**config.mk**
```make
export PLATFORM = sky130hd
export DESIGN_NAME = onstate_ontransit_initiator
export DESIGN_NICKNAME = d
export VERILOG_FILES = /design/src/rtl/onstate_ontransit_pkg.sv /design/src/rtl/oto_err_latch.sv /design/src/rtl/onstate_ontransit_initiator.sv
export SDC_FILE = /design/constraint.sdc
export NUM_CORES = 1
export LEC_CHECK = 0
export CORE_MARGIN = 10
export CORE_UTILIZATION = 57
export CTS_CLUSTER_SIZE = 12
export DETAILED_ROUTE_END_ITERATION = 16
export DONT_BUFFER_PORTS = 1
export HOLD_SLACK_MARGIN = 0.15
export PLACE_DENSITY_LB_ADDON = 0.2
export SYNTH_ARGS = -nofsm -noshare
export SYNTH_HDL_FRONTEND = slang
export SYNTH_SLANG_ARGS = --single-unit
```
**constraint.sdc**
```tcl
create_clock -name clk -period 1.9 [get_ports clk]
set_clock_uncertainty 0.2 [all_clocks]
set_input_delay 0.475 -clock clk [delete_from_list [all_inputs] [get_ports clk]]
set_output_delay 0.475 -clock clk [all_outputs]
set_load 0.005 [all_outputs]
```
**src/rtl/onstate_ontransit_pkg.sv**
```systemverilog
// onstate_ontransit_pkg: state encodings and error codes shared by the run engine and its initiator
package onstate_ontransit_pkg;
  typedef enum logic [1:0] {
    ENG_IDLE = 2'd0,
    ENG_RUN  = 2'd1,
    ENG_LAST = 2'd2
  } eng_state_e;
  typedef enum logic [2:0] {
    S_IDLE   = 3'd0,
    S_ACK    = 3'd1,
    S_RUN    = 3'd2,
    S_DROP   = 3'd3,
    S_WAIT_F = 3'd4,
    S_CLOSE  = 3'd5,
    S_ERR    = 3'd6
  } init_state_e;
  localparam logic [2:0] ERR_NONE     = 3'd0;
  localparam logic [2:0] ERR_ACK_TMO  = 3'd1;
  localparam logic [2:0] ERR_NO_G     = 3'd2;
  localparam logic [2:0] ERR_NO_F     = 3'd3;
  localparam logic [2:0] ERR_F_STUCK  = 3'd4;
  localparam logic [2:0] ERR_SPURIOUS = 3'd5;
  localparam logic [2:0] ERR_ZERO_LEN = 3'd6;
endpackage

```
**src/rtl/oto_err_latch.sv**
```systemverilog
// oto_err_latch: sticky first-error capture; clear wins over a simultaneous new error
module oto_err_latch
  import onstate_ontransit_pkg::*;
(
  input  logic       clk,
  input  logic       rst_n,
  input  logic       set,
  input  logic [2:0] code_in,
  input  logic       clr,
  output logic       err,
  output logic [2:0] err_code
);
  logic       err_q, err_d;
  logic [2:0] code_q, code_d;
  always_comb begin
    err_d  = clr ? 1'b0 : (set && !err_q) ? 1'b1 : err_q;
    code_d = clr ? ERR_NONE : (set && !err_q) ? code_in : code_q;
  end
  always_ff @(posedge clk) begin
    if (!rst_n) begin
      err_q  <= 1'b0;
      code_q <= ERR_NONE;
    end else begin
      err_q  <= err_d;
      code_q <= code_d;
    end
  end
  assign err      = err_q;
  assign err_code = code_q;
endmodule

```
**src/rtl/onstate_ontransit_initiator.sv**
```systemverilog
// onstate_ontransit_initiator: drives engine do for len acked RUN cycles, then checks g, f and return to IDLE
module onstate_ontransit_initiator
  import onstate_ontransit_pkg::*;
#(
  parameter int LW  = 8,
  parameter int CW  = 16,
  parameter int TMO = 16
) (
  input  logic          clk,
  input  logic          rst_n,
  input  logic          start,
  input  logic [LW-1:0] len,
  input  logic          clr_err,
  input  logic          r,
  input  logic          g,
  input  logic          f,
  output logic          do_req,
  output logic          busy,
  output logic          done,
  output logic          err,
  output logic [2:0]    err_code,
  output logic [CW-1:0] job_count
);
  localparam int TW = $clog2(TMO + 1);
  init_state_e   state_q, state_d;
  logic [LW-1:0] cnt_q, cnt_d;
  logic [TW-1:0] tmo_q, tmo_d;
  logic          do_req_q, do_req_d;
  logic          done_q, done_d;
  logic [CW-1:0] job_q, job_d;
  logic          err_set;
  logic [2:0]    err_in;
  always_comb begin
    state_d  = state_q;
    cnt_d    = cnt_q;
    tmo_d    = tmo_q;
    do_req_d = do_req_q;
    done_d   = 1'b0;
    job_d    = job_q;
    err_set  = 1'b0;
    err_in   = ERR_NONE;
    case (state_q)
      S_IDLE: begin
        tmo_d = '0;
        if (start && len != '0) begin
          cnt_d    = len;
          do_req_d = 1'b1;
          state_d  = S_ACK;
        end else if (start) begin
          err_set = 1'b1;
          err_in  = ERR_ZERO_LEN;
        end else if (r || f) begin
          err_set = 1'b1;
          err_in  = ERR_SPURIOUS;
          state_d = S_ERR;
        end
      end
      S_ACK: begin
        if (r) begin
          cnt_d    = cnt_q - LW'(1);
          do_req_d = cnt_q != LW'(1);
          state_d  = (cnt_q == LW'(1)) ? S_DROP : S_RUN;
        end else if (tmo_q == TW'(TMO - 1)) begin
          err_set = 1'b1;
          err_in  = ERR_ACK_TMO;
          state_d = S_ERR;
        end else begin
          tmo_d = tmo_q + TW'(1);
        end
      end
      S_RUN: begin
        if (!r) begin
          err_set = 1'b1;
          err_in  = ERR_NO_F;
          state_d = S_ERR;
        end else begin
          cnt_d    = cnt_q - LW'(1);
          do_req_d = cnt_q != LW'(1);
          state_d  = (cnt_q == LW'(1)) ? S_DROP : S_RUN;
        end
      end
      S_DROP: begin
        state_d = (g && r) ? S_WAIT_F : S_ERR;
        err_set = !(g && r);
        err_in  = ERR_NO_G;
      end
      S_WAIT_F: begin
        state_d = (f && !r) ? S_CLOSE : S_ERR;
        err_set = !(f && !r);
        err_in  = ERR_NO_F;
      end
      S_CLOSE: begin
        if (!f) begin
          done_d  = 1'b1;
          job_d   = job_q + CW'(1);
          state_d = S_IDLE;
        end else begin
          err_set = 1'b1;
          err_in  = ERR_F_STUCK;
          state_d = S_ERR;
        end
      end
      S_ERR: state_d = clr_err ? S_IDLE : S_ERR;
      default: state_d = S_IDLE;
    endcase
    // the engine is released as soon as any fault is detected
    if (state_d == S_ERR) do_req_d = 1'b0;
  end
  always_ff @(posedge clk) begin
    if (!rst_n) begin
      state_q  <= S_IDLE;
      cnt_q    <= '0;
      tmo_q    <= '0;
      do_req_q <= 1'b0;
      done_q   <= 1'b0;
      job_q    <= '0;
    end else begin
      state_q  <= state_d;
      cnt_q    <= cnt_d;
      tmo_q    <= tmo_d;
      do_req_q <= do_req_d;
      done_q   <= done_d;
      job_q    <= job_d;
    end
  end
  oto_err_latch u_err (
    .clk      (clk),
    .rst_n    (rst_n),
    .set      (err_set),
    .code_in  (err_in),
    .clr      (clr_err),
    .err      (err),
    .err_code (err_code)
  );
  assign do_req    = do_req_q;
  assign busy      = state_q != S_IDLE;
  assign done      = done_q;
  assign job_count = job_q;
endmodule
```
==> results of run 1 <==
==> cell type report <==
| cell class | instances | area share |
|---|---|---|
| well taps | 48 | 0.0217 |
| clock inverters | 2 | 0.00451 |
| inverters | 7 | 0.00948 |
| flip-flops and latches | 38 | 0.278 |
| multi-input cells | 205 | 0.519 |
| repair buffers | 49 | 0.138 |
| clock buffers | 6 | 0.0298 |
==> state kept, by name, indices dropped and copies added, names as in the netlist <==
| name | flops |
|---|---|
| job_count | 16 |
| tmo_q | 5 |
| state_q | 3 |
| cnt_q | 8 |
| done | 1 |
| u_err.err | 1 |
| u_err.err_code | 3 |
| do_req | 1 |
==> metal layers <==
metal / wire length [µm] / vias to the layer above / GRT usage
met5: 0 / - / 0
met4: 68 / 0 / 0.0623
met3: 412 / 6 / 0.0469
met2: 2660 / 47 / 0.285
met1: 2430 / 950 / 0.205
li1: - / 1017 / -
==> how the worst max path moves through the flow <==
stage / startpoint / to / slack (ns) / depth (start not counted)
5_1_grt: tmo_q[1]$_SDFFE_PN0P_ / u_err.err_code[1]$_SDFFE_PP0P_ / -0.20 / 8
6_report: tmo_q[1]$_SDFFE_PN0P_ / u_err.err_code[1]$_SDFFE_PP0P_ / -0.09 / 8
4_1_cts: tmo_q[1]$_SDFFE_PN0P_ / tmo_q[3]$_SDFFE_PN0P_ / -0.09 / 8
3_5_place_dp: tmo_q[1]$_SDFFE_PN0P_ / u_err.err_code[1]$_SDFFE_PP0P_ / -0.23 / 8
2_1_floorplan: len[0] / u_err.err_code[1]$_SDFFE_PP0P_ / -0.14 / 5
3_3_place_gp: len[0] / u_err.err_code[1]$_SDFFE_PP0P_ / -0.17 / 5
==> metrics by stage <==
stage / power (mW) / setup slack (ns) / util / setup TNS [ns]
floorplan: 2.17 / -0.142 / - / -0.429
global placement: 2.80 / -0.173 / 0.672 / -1.43
detailed placement: 2.82 / -0.233 / 0.672 / -1.97
CTS: 3.53 / -0.0906 / 0.727 / -0.145
global route: 4.04 / -0.198 / 0.757 / -0.910
finish: 3.77 / -0.0941 / 0.757 / -0.200
==> cells in the mapped netlist, types with 6 or more instances <==
cell type,count
xor2_1,14
nand2_1,24
a211oi_1,6
nand2b_1,7
o21ai_0,6
ha_1,6
dfxtp_1,38
a21oi_1,17
nand3_1,8
o21ai_1,8
nor2_1,34
nand4_1,7
==> logic make-up after synthesis <==
group	share of synthesized area
XOR/XNOR	0.0651
AO/OA/AOI/OAI	0.180
adder cells (fa/ha/maj)	0.0349
multiplexers	0.0192
AND/OR/NAND/NOR	0.305
buffers and inverters	0.0424
flip-flops	0.353
==> cell usage in the layout, fill, tap and decap left out, types with 4 or more instances in the layout <==
| master | count |
|---|---|
| a211oi_2 | 4 |
| a21oi_1 | 16 |
| and2_1 | 4 |
| buf_4 | 45 |
| clkbuf_8 | 6 |
| dfxtp_1 | 33 |
| dfxtp_2 | 4 |
| ha_1 | 4 |
| inv_1 | 5 |
| nand2_1 | 23 |
| nand2b_1 | 7 |
| nand3_1 | 8 |
| nand3b_1 | 4 |
| nand4_1 | 7 |
| nor2_1 | 33 |
| o21ai_0 | 5 |
| o21ai_1 | 9 |
| xor2_1 | 14 |
==> power by group through the flow <==
stage          Clock (mW)  Sequential, mW  Combinational, mW
2_1_floorplan           0            1.04               1.14
3_3_place_gp            0            1.09               1.71
3_5_place_dp            0            1.10               1.72
4_1_cts             0.600            1.09               1.84
5_1_grt             0.640            1.11               2.29
6_report            0.587            1.09               2.09
==> what timing repair did <==
item                       in CTS  in global routing
hold endpoints to repair        7                  0
setup endpoints to repair      19                 24
pin swaps                      14                 16
cloned                          0                  0
setup buffers                   2                 11
hold buffers                    1                  0
resized for setup              20                 11
==> worst reg2reg max path, stage by stage, from the launching register on <==
cell	delay, ns
dfxtp_2	0.35
ha_4	0.13
and3_4	0.18
ha_4	0.13
nand3b_1	0.09
a211oi_2	0.28
nor3_2	0.10
and2_1	0.20
o221a_1	0.23
==> key figures, run 1 <==
Clocking
  • CTS tree: done
  • H-tree depth: 2
  • Cts bufs inserted: 5
  • Root buf cell: clkbuf_8
  • Max Buffers Root-to-Sink: 2
  • Clock Pin Slew Worst Setup and Hold Paths: about 0.080 ns
  • Clock latency on the worst-skew pair: 0.29 ns
  • Clock tree sinks: 38

Hold path
  • Worst Hold Depth: 2
  • Hold_sp: clr_err
  • Hold EP: u_err.err$_SDFFE_PP0P_
  • Worst hold path class: primary input to flop

Place
  • Placed Area: 2460 µm²
  • Hpwl dp: 3970 µm
  • Post-Place Cells: roughly 340
  • GPL Wtd Cong: 0.824
  • I/O Buffers: 0

Critical path
  • Family with the most delay on the worst path: simple AND/OR/NAND/NOR gates
  • Bufs and invs on worst path: 0
  • Arr. time, crit path: 1.99 ns
  • Flop2flop setup slack: -0.09 ns
  • WP data required: 1.89 ns
  • Critical path's most frequent cell: ha_4
  • Worst R2R Start: tmo_q[1]$_SDFFE_PN0P_
  • Worst reg2reg path depth: 8
  • Slowest stage delay, CP: 0.35 ns
  • Slowest cell on the critical path: dfxtp_2
  • CP Launch Type: flop
  • Critical path capture point type: flop
  • FF-to-FF End: u_err.err_code[1]$_SDFFE_PP0P_
  • Crit path kind: flop to flop
  • Crit-path max FO: 3
  • CP Cell Sequence: ha_4, and3_4, ha_4, nand3b_1, a211oi_2, nor3_2, and2_1, o221a_1

Layout
  • Share of layout cells above drive strength 1: 0.306
  • # fillers: 266
  • Area growth syn-to-layout: 28.8%
  • Layout Nets: 327
  • Post-route cell area: around 2800 µm²
  • Inserted Diodes: 0
  • Multi-input logic area: 1440 µm²
  • Cell Count, Final, Fillers Out: 355
  • Storage cell area: about 770 µm²

Global route
  • First-pass GRT wire length: 9030 µm
  • Largest net degree at the start of global routing: 16
  • Overall routing resource usage: 0.171
  • Initial antenna violation count: 0
  • Number of global-route vias before repair: 1,943
  • Overflow after GRT: 0

Synthesis
  • Yosys top cell by area: dfxtp_1
  • Syn avg cell area: 8.21 µm²
  • Number of synthesized flops with an enable pin: 0
  • Post-synth top area share: 0.353
  • Synth Net Count: between 200 and 300
  • Post-Syn Area: ~2200 µm²
  • Synth Register Bits: 38
  • Post-Syn Instances: around 260
  • Top post-synthesis cells by area: dfxtp_1 (35%), nor2_1 (5.9%), xor2_1 (5.7%), nand2_1 (4.2%), a21oi_1 (4.0%)
  • Sequential-to-total area share from yosys stat: 0.353
  • Synth warn: 0
  • Ys flop type: dfxtp_1
  • Netlist cell types: 56
  • Asr flop ratio synth: 0

STA
  • Relative slew slack: 0.668
  • Final Setup Violations: 4
  • Max-slew violations: 0
  • Tcrit/Tclk final: 1.05
  • Fmax: 501 MHz
  • Unrepaired setup endpoints after global routing: yes
  • Final Hold Viols: 0
  • Final hold slack: between 0.15 and 0.2 ns
  • Post-route minimum period: 1.99 ns
  • Worst setup margin: -0.0941 ns
  • Measured slew at the worst slew-check pin: approximately 0.49 ns

Power
  • Comb pwr share: 0.554
  • Psw: 1.48 mW
  • Clk pwr share: 0.156
  • Pwr Density: 1360 nW/µm²
  • Max IR drop VDD: between 0.6 and 0.7 mV
  • Sequential Power Share: 0.290
  • Leakage: 1.10 nW
  • Int Power: about 2.3 mW
  • Sw frac: 0.393

Routing
  • DR pass1 iterations: 4
  • Routed WL: about 5600 µm
  • Drc violations: 0
  • Vias per inst: around 5.7
  • Via count: 2,020
  • Initial drt markers: roughly 120
  • Post-route ant nets: 0
  • Drt wl/cell: 15.7 µm

Floorplan
  • DIE HEIGHT: a little over 80 µm
  • Core area: 3660 µm²
  • I/O pin cnt: 38
  • Initial Utilization: 0.588
  • Die area: 6630 µm²
  • Chip Width: 81.4 µm
  • Number of placement rows: 22

Job
  • Max-cap viol count: 0

Run status
  • Status: finished with violations
  • Violated checks: setup timing
Note: power is estimated with default switching activity, not from simulation.
==> inputs of run 2 (changes only) <==
Settings changed: SKIP_LAST_GASP from default to 1.
==> results of run 2 <==
No change in the layout: final DEF, timing and power equal those of run 1.
==> patch (flow settings as in run 2) <==
Encoding of `init_state_e`: now one-hot (7 bits for 7 states).
--- a/src/rtl/onstate_ontransit_pkg.sv
+++ b/src/rtl/onstate_ontransit_pkg.sv
@@ -6,12 +6,12 @@
     ENG_LAST = 2'd2
   } eng_state_e;
-  typedef enum logic [2:0] {
-    S_IDLE   = 3'd0,
-    S_ACK    = 3'd1,
-    S_RUN    = 3'd2,
-    S_DROP   = 3'd3,
-    S_WAIT_F = 3'd4,
-    S_CLOSE  = 3'd5,
-    S_ERR    = 3'd6
+  typedef enum logic [6:0] {
+    S_IDLE   = 7'b0000001,
+    S_ACK    = 7'b0000010,
+    S_RUN    = 7'b0000100,
+    S_DROP   = 7'b0001000,
+    S_WAIT_F = 7'b0010000,
+    S_CLOSE  = 7'b0100000,
+    S_ERR    = 7'b1000000
   } init_state_e;
   localparam logic [2:0] ERR_NONE     = 3'd0;
Behaviour: same outputs for any inputs over 10 cycles, from zero or initial values and one cycle with rst_n low; not proved beyond that.
==> patch against run 2 <==
The run still ends with setup timing left; sequential share of layout area is 3.3 points lower; sequential cell count is 4 higher; via count is 25% higher; core utilization is 10 points higher; design area is 25% higher; routed wire length is 49% higher; die area is 8.5% higher; count of clock-buffer cells in the layout stayed put; synthesized area is 11% higher; setup slack worse by 0.20 ns; total power is 18% lower.
==> patch: results (changes against run 2) <==
[detailed_routing]
dr.pass1.iters = 5  ; +1
vias_per_cell = 6.42  ; +13%
routed-wl-met2_mm = 4.05  ; +52%
wl_per_cell_um = 21.1  ; +35%
drt_iter0_drc = 166  ; +35%

[synthesis]
syn_inst = 282  ; +7.6%
yosys-top-cells-area = dfxtp_1 (35%), nor2_1 (5.3%), xor2_1 (5.1%)
ys_seq_area_share_pct = 35.1  ; -0.24 points
syn_nets = 303  ; +7.1%

[worst_setup_path]
cp_max_fo = 6  ; +3
cp.arrival_ns = 2.20  ; +0.21 ns

[layout]
nNetsFinal = 363  ; +11%
drive_above_1_share_pct = 40.8  ; +10 points
fillers = 213  ; -20%

[timing]
totalNegativeSetupSlack_ns = -7.08  ; -6.88 ns
setup_ws_ns = -0.299  ; -0.205 ns
max-slew-margin-rel_pct = 53.8  ; -13 points
finalSetupViolations = 40  ; +36

[global_route]
grt_max_degree = 15  ; -1
gr-usage-met2_pct = 32.5  ; +4.0 points
grt_use_met3_pct = 5.64  ; +0.95 points
grt_pass1_wl_mm = 11.9  ; +32%
track_usage_pct = 19.8  ; +2.7 points
grt_util_met1_pct = 23.6  ; +3.1 points

[power_and_ir_drop]
irDropWorstVdd_mv = 0.689  ; +0.36%
power.leakage_nw = 1.29  ; +17%

[placed_design]
dp_slack_ns = -0.406  ; -0.173 ns

[clock_tree]
post-cts-setup-buffer-count = 3  ; +1
cts_resized = 41  ; +110%
clkLatencyLatePin_ns = 0.31  ; +0.02 ns

[run_status]
status = complete, but fails checks
violations = setup timing

[patch: cell count changes after synthesis, moves of 5 or more]
| cell | change |
|---|---|
| clkbuf_1 | +6 |
| o21ai_1 | -8 |
| nand2b_1 | -6 |
| a21oi_1 | -6 |
| o211ai_1 | +5 |
| inv_1 | +7 |
| nand3_1 | +6 |
[patch: area by class of cell]
cell class	instances	area (um^2)	area share (%)
sequential	42	847	24.5
inverter	12	45.0	1.30
clock buffer	6	72.6	2.10
clock inverter	2	37.5	1.08
tap	50	62.6	1.81
multi-input combinational	211	1780	51.4
timing repair buffer	70	619	17.9
[patch: cell families (layout without fill, tap and decap cells)]
| kind of cell | count (synthesis) | count (layout) | synth area share, % |
|---|---|---|---|
| xor gates and xnor gates | 19 | 19 | 6.95 |
| muxes | 2 | 2 | 0.836 |
| AOI/OAI and AO/OA | 58 | 58 | 18.7 |
| adders and majority gates | 6 | 6 | 3.13 |
| DFF | 42 | 42 | 35.1 |
| and+or+nand+nor | 126 | 126 | 29.5 |
| buffers and inverters | 29 | 90 | 5.85 |
[patch: worst paths after layout]
| check | from | slack (ns) | cells past startpoint | to |
|---|---|---|---|---|
| worst max-delay path | state_q[2] | -0.30 | 7 | job_count[12] |
| worst min-delay path | rst_n | 0.12 | 2 | cnt_q[3] |
| worst max register to register | state_q[2] | -0.30 | 7 | job_count[12] |
| worst min register to register | cnt_q[7] | 0.27 | 2 | cnt_q[7] |
[patch: power groups by stage]
stage               Sequential [mW]  Clock, mW  Combinational [mW]
finish                         1.03      0.730                1.31
global route                   1.04      0.756                1.40
CTS                            1.02      0.733                1.12
detailed placement             1.04          0               0.982
global placement               1.04          0               0.969
floorplan                      1.02          0               0.664
